File: config.mk
export PLATFORM = sky130hd
export DESIGN_NAME = alu_seq_core
export DESIGN_NICKNAME = d
export VERILOG_FILES = /design/src/rtl/alu_seq_core.sv
export SDC_FILE = /design/constraint.sdc
export NUM_CORES = 1
export LEC_CHECK = 0
export CAP_MARGIN = 20
export CORE_ASPECT_RATIO = 1.75
export CORE_MARGIN = 3
export CORE_UTILIZATION = 48
export CTS_CLUSTER_SIZE = 12
export DETAILED_ROUTE_END_ITERATION = 10
export PLACE_DENSITY = 0.76
export SETUP_SLACK_MARGIN = 0.3
export SYNTH_ARGS = -nofsm -noshare
export SYNTH_HDL_FRONTEND = slang
export SYNTH_SLANG_ARGS = --single-unit
File: constraint.sdc
create_clock -name CLK -period 3.1 [get_ports CLK]
set_clock_uncertainty 0.2 [all_clocks]
set_input_delay 0.93 -clock CLK [delete_from_list [all_inputs] [get_ports CLK]]
set_output_delay 0.93 -clock CLK [all_outputs]
set_load 0.01 [all_outputs]
File: src/rtl/alu_seq_core.sv
// Sequential ALU: add/sub/carry ops, logic ops and an optional shift-add multiplier.
// Define ALU_MUL_EN to build the multiplier; otherwise OP=111 yields zero via the EXEC path.
module alu_seq_core #(
   parameter int unsigned WIDTH = 8
) (
   input  logic             CLK,
   input  logic             CLR,
   input  logic [WIDTH-1:0] A,
   input  logic [WIDTH-1:0] B,
   input  logic [2:0]       OP,
   input  logic             START,
   input  logic             FI,
   input  logic             E0,
   output logic [WIDTH-1:0] BUS,
   output logic             BUS_OE,
   output logic             BUSY,
   output logic             DONE,
   output logic             CF,
   output logic             ZF,
   output logic             NF,
   output logic             VF
);

   localparam int unsigned CntW = $clog2(WIDTH + 1);

   typedef enum logic [1:0] {StIdle, StExec, StMul, StDone} state_e;

   state_e           r_state;
   logic [WIDTH-1:0] r_a;
   logic [WIDTH-1:0] r_b;
   logic [2:0]       r_op;
   logic             r_cin;
   logic [WIDTH-1:0] r_res;
   logic [3:0]       r_flags;  // {C, Z, N, V}
   logic [3:0]       r_pend;
   logic             r_busy;
   logic             r_done;

   logic             w_sub;
   logic             w_cin;
   logic [WIDTH-1:0] w_b_eff;
   logic [WIDTH:0]   w_sum;
   logic [WIDTH-1:0] w_res;
   logic             w_cf;
   logic             w_vf;
   logic [3:0]       w_pend_exec;

   // Subtract-type ops (001, 011) add the inverted B operand.
   assign w_sub   = ~r_op[2] & r_op[0];
   assign w_b_eff = w_sub ? ~r_b : r_b;
   assign w_sum   = {1'b0, r_a} + {1'b0, w_b_eff} + {{WIDTH{1'b0}}, w_cin};

   always_comb begin
      w_cin = 1'b0;
      unique case (r_op[1:0])
         2'b00:   w_cin = 1'b0;
         2'b01:   w_cin = 1'b1;
         default: w_cin = r_cin;
      endcase
   end

   always_comb begin
      w_res = '0;
      w_cf  = 1'b0;
      w_vf  = 1'b0;
      case (r_op)
         3'b000, 3'b001, 3'b010, 3'b011: begin
            w_res = w_sum[WIDTH-1:0];
            w_cf  = w_sum[WIDTH];
            w_vf  = (r_a[WIDTH-1] == w_b_eff[WIDTH-1]) && (w_sum[WIDTH-1] != r_a[WIDTH-1]);
         end
         3'b100:  w_res = r_a & r_b;
         3'b101:  w_res = r_a | r_b;
         3'b110:  w_res = r_a ^ r_b;
         default: w_res = '0;
      endcase
   end

   assign w_pend_exec = {w_cf, (w_res == '0), w_res[WIDTH-1], w_vf};

`ifdef ALU_MUL_EN
   logic [2*WIDTH-1:0] r_acc;
   logic [2*WIDTH-1:0] r_mcand;
   logic [WIDTH-1:0]   r_mplier;
   logic [CntW-1:0]    r_cnt;

   logic [2*WIDTH-1:0] w_acc_nxt;
   logic [CntW-1:0]    w_cnt_nxt;
   logic [WIDTH-1:0]   w_mul_lo;
   logic [3:0]         w_pend_mul;

   assign w_acc_nxt  = r_acc + (r_mplier[0] ? r_mcand : '0);
   assign w_cnt_nxt  = r_cnt - CntW'(1);
   assign w_mul_lo   = w_acc_nxt[WIDTH-1:0];
   assign w_pend_mul = {(w_acc_nxt[2*WIDTH-1:WIDTH] != '0), (w_mul_lo == '0),
                        w_mul_lo[WIDTH-1], 1'b0};
`endif

   always_ff @(posedge CLK or posedge CLR) begin
      if (CLR) begin
         r_state  <= StIdle;
         r_a      <= '0;
         r_b      <= '0;
         r_op     <= '0;
         r_cin    <= 1'b0;
         r_res    <= '0;
         r_flags  <= '0;
         r_pend   <= '0;
         r_busy   <= 1'b0;
         r_done   <= 1'b0;
`ifdef ALU_MUL_EN
         r_acc    <= '0;
         r_mcand  <= '0;
         r_mplier <= '0;
         r_cnt    <= '0;
`endif
      end else begin
         r_done <= 1'b0;
         case (r_state)
            StIdle: begin
               if (START) begin
                  r_a    <= A;
                  r_b    <= B;
                  r_op   <= OP;
                  r_cin  <= r_flags[3];
                  r_busy <= 1'b1;
`ifdef ALU_MUL_EN
                  if (OP == 3'b111) begin
                     r_state  <= StMul;
                     r_acc    <= '0;
                     r_mcand  <= {{WIDTH{1'b0}}, A};
                     r_mplier <= B;
                     r_cnt    <= CntW'(WIDTH);
                  end else begin
                     r_state  <= StExec;
                  end
`else
                  r_state <= StExec;
`endif
               end
            end
            StExec: begin
               r_res   <= w_res;
               r_pend  <= w_pend_exec;
               r_busy  <= 1'b0;
               r_done  <= 1'b1;
               r_state <= StDone;
            end
`ifdef ALU_MUL_EN
            StMul: begin
               r_acc    <= w_acc_nxt;
               r_mcand  <= r_mcand << 1;
               r_mplier <= r_mplier >> 1;
               r_cnt    <= w_cnt_nxt;
               if (w_cnt_nxt == '0) begin
                  r_res   <= w_mul_lo;
                  r_pend  <= w_pend_mul;
                  r_busy  <= 1'b0;
                  r_done  <= 1'b1;
                  r_state <= StDone;
               end
            end
`endif
            StDone: begin
               if (!FI) begin
                  r_flags <= r_pend;
               end
               r_state <= StIdle;
            end
            default: r_state <= StIdle;
         endcase
      end
   end

   assign BUS    = E0 ? '0 : r_res;
   assign BUS_OE = ~E0;
   assign BUSY   = r_busy;
   assign DONE   = r_done;
   assign CF     = r_flags[3];
   assign ZF     = r_flags[2];
   assign NF     = r_flags[1];
   assign VF     = r_flags[0];

endmodule

==> results by group <==
Yosys
  • Syn_nets: 291
  • Gate Count Post-Synth: 242
  • Post-Syn Area: 2395 um^2
  • Most frequent cell after synthesis: dfrtp_1
  • Syn Area/Cell: 9.896 um^2
  • Top post-synthesis cells by area: dfrtp_1 (41%), ha_1 (12%), nand2_1 (4.5%)
  • Commonest cells post-synth: dfrtp_1 (39), nand2_1 (29), ha_1 (23), inv_1 (23), o21ai_1 (17)
  • Leading area contributor after synthesis: dfrtp_1
  • Post-synth ARST share: 100.0%
  • FF+latch count, synth: 39
  • Post-synth top area share: 40.75%
  • EDFF count, synth: 0
  • Predominant post-synthesis flop cell: dfrtp_1
  • Synth cell types: 37
  • YS warnings: 0
  • Seq/Total Area, Yosys: 40.75%

Clock network
  • Hold-fix buffers, CTS: 0
  • Total CTS buffers: 5
  • CTS sink cnt: 39
  • Clock Path Buffers: 2
  • Worst-path clk slew: 0.08 ns
  • Clock tree from TritonCTS: done
  • Worst-skew pair later-pin latency: 0.29 ns
  • H-tree depth: 2
  • Clock Root Buffer: clkbuf_8

STA
  • F_max: 369.1 MHz
  • Part of the cycle the worst path needs: 87.40%
  • Setup TNS: 0 ns
  • Hold Fails Final Rpt: 0
  • Least-Margin Pin Slew: 0.4888 ns
  • Worst Hold Margin: 0.2819 ns
  • Final setup viols: 0
  • RSZ-0062 raised after global routing: yes
  • Min Clock Period, post-route: 2.710 ns
  • Slew Limit Fails: 0
  • Rel. slew slack: 67.41%

Worst setup path
  • Critical Path End Type: register
  • Worst path slowest cell: dfrtp_1
  • FF-to-FF End: r_pend[2]
  • Max incr delay on CP: 0.38 ns
  • Worst Path Buf+Inv: 1
  • Crit path required time: 3.09 ns
  • Crit Path Class: reg -> reg
  • Crit. Startpoint: r_op[2]
  • Critical Path Fanout Max: 2
  • CP startpoint kind: register
  • R2R depth: 11
  • Worst flop-to-flop path startpoint: r_op[2]
  • Reg2Reg Setup Slack: 0.39 ns
  • Cell family with most CP delay: compound AO/OA/AOI/OAI gates
  • Crit-path cells: nand2b_4, xnor2_2, fa_2, inv_2, fa_2, nand2b_4, a21oi_1, o21a_1, o21a_1, o31a_1, a32o_1
  • Critical path arrival: 2.70 ns

Placed design
  • Port Buffers: 38
  • Detail Placement HPWL: 3570 um
  • Placer Congestion: 0.7658
  • Placed inst area: 2885 um^2

Finish
  • Multi-input gate area: 1333 um^2
  • Register area: 977.2 um^2
  • Fin area: 3043 um^2
  • Layout cells sized above 1: 14.24%
  • Ant diodes: 0
  • Filler instances: 393
  • # nets final: 336
  • Layout area overhead: 27.06%

Global route
  • First-pass GRT wire length: 7721 um
  • Vias in the first global route: 1772
  • Largest net degree at the start of global routing: 40
  • GRT overflow: 0
  • Initial antenna violation count: 0
  • Overall routing resource usage: 16.82%

Detailed routing
  • Drt first pass iters: 6
  • Avg WL per Cell: 13.74 um
  • Drt total wl: 4673 um
  • ANT nets after route: 0
  • DR iter-0 viols: 46
  • Routed via count: 1770
  • DRC errors left: 0
  • DR vias/cell: 5.206

Min path
  • WHS Endpoint: r_res[5]
  • Hold Path Depth: 2
  • Min-delay src: r_res[5]
  • Hold WC Path Type: reg -> reg

Power and ir drop
  • Peak VDD IR: 831.7 uV
  • Pwr Density: 1225 nW/um^2
  • Leak pwr: 1.439 nW

Run status
  • Status: completed

Floorplan
  • I/O pin count: 39
  • Initial cell density of the core: 50.43%
  • FP Rows: 33
  • Die height: 99.44 um
  • Core Region: 4748 um^2
  • Total die area: 5906 um^2
  • Die Wd: 59.40 um

Run
  • Max cap viols: 0
[worst max-delay path by stage]
stage / endpoint / depth (start not counted)
finish: r_pend[2] / 11
global route: r_pend[2] / 11
CTS: r_pend[2] / 11
detailed placement: BUS[6] / 3
global placement: BUS[7] / 3
floorplan: r_pend[2] / 13
[cells by family (layout without fill, tap and decap cells)]
| logic type | Yosys count | count (layout) | synth area share (%) |
|---|---|---|---|
| AOI/OAI and AO/OA | 55 | 55 | 14.58 |
| buffers and inverters | 33 | 79 | 5.642 |
| muxes | 17 | 17 | 7.628 |
| xor gates and xnor gates | 14 | 14 | 5.120 |
| and+or+nand+nor | 59 | 59 | 12.59 |
| adders and majority gates | 25 | 25 | 13.69 |
| DFF | 39 | 39 | 40.75 |
[layer usage]
layer	wire length, um	up-vias	track usage, %	share of wire, %
met3	197	6	2.857	4.2
li1	-	908	-	-
met1	1860	818	17.75	40
met2	2547	38	31.68	55
met5	0	-	0	0
met4	68	0	5.934	1.5
[area by class of cell]
class,count,area share [%]
timing repair buffer,48,14.64
tap,52,2.138
inverter,23,2.837
sequential,39,32.11
clock buffer,5,2.262
multi-input combinational,170,43.79
clock inverter,3,2.220
[where the power goes]
part           switching, mW  total [mW]  internal, mW  leakage [nW]
Combinational           1.18        2.28          1.11         0.887
Sequential             0.190       0.934         0.744         0.487
Clock                  0.189       0.510         0.321        0.0644
Total                   1.56        3.73          2.17          1.44
[stage by stage]
step	std cells	setup WS [ns]	power (mW)	util (%)
after floorplan	242	0.2765	2.651	-
after global placement	330	-0.2024	3.122	60.76
after detailed placement	330	-0.2317	3.204	60.76
after CTS	338	0.3173	3.713	63.43
after global routing	340	0.2746	4.066	64.08
final	340	0.3905	3.729	64.08
[flip-flops by register name, summed over array words and instances, names as in the netlist]
register / cells
r_a: 8
r_b: 8
r_res: 7
r_flags: 4
r_pend: 4
r_op: 3
r_state: 2
BUSY: 1
DONE: 1
r_cin: 1
[worst register-to-register path, delay by kind of cell (launching register included)]
kind	cells	cell delay, ns
XOR/XNOR	1	0.13
buffers and inverters	1	0.08
adder cells (fa/ha/maj)	2	0.57
AND/OR/NAND/NOR	2	0.28
AO/OA/AOI/OAI	5	0.95
flip-flops	1	0.38
[repair_timing]
| action | 4_1_cts | 5_1_grt |
|---|---|---|
| gates resized for setup | 12 | 3 |
| pin swaps | 0 | 0 |
| hold endpoints to repair | 0 | 0 |
| endpoints found under the setup margin | 9 | 1 |
| buffers inserted | 0 | 2 |
[cells in the final DEF, fill, tap and decap left out, drive strengths merged, types with 2 or more instances in the layout]
cell type,count
dlygate4sd2,9
nor3b,3
xor2,4
mux2i,7
nor2b,10
o21a,4
mux2,10
a211oi,3
xnor2,10
fa,2
clkdlybuf4s50,28
o211ai,2
clkbuf,5
nand2,29
dfrtp,39
nor2,8
o21ai,30
a21oi,5
inv,23
o221ai,3
nand2b,4
o22ai,3
ha,23
bufinv,2
a21o,2
buf,10
nor4bb,2
Power figures use the tool's default switching activity.
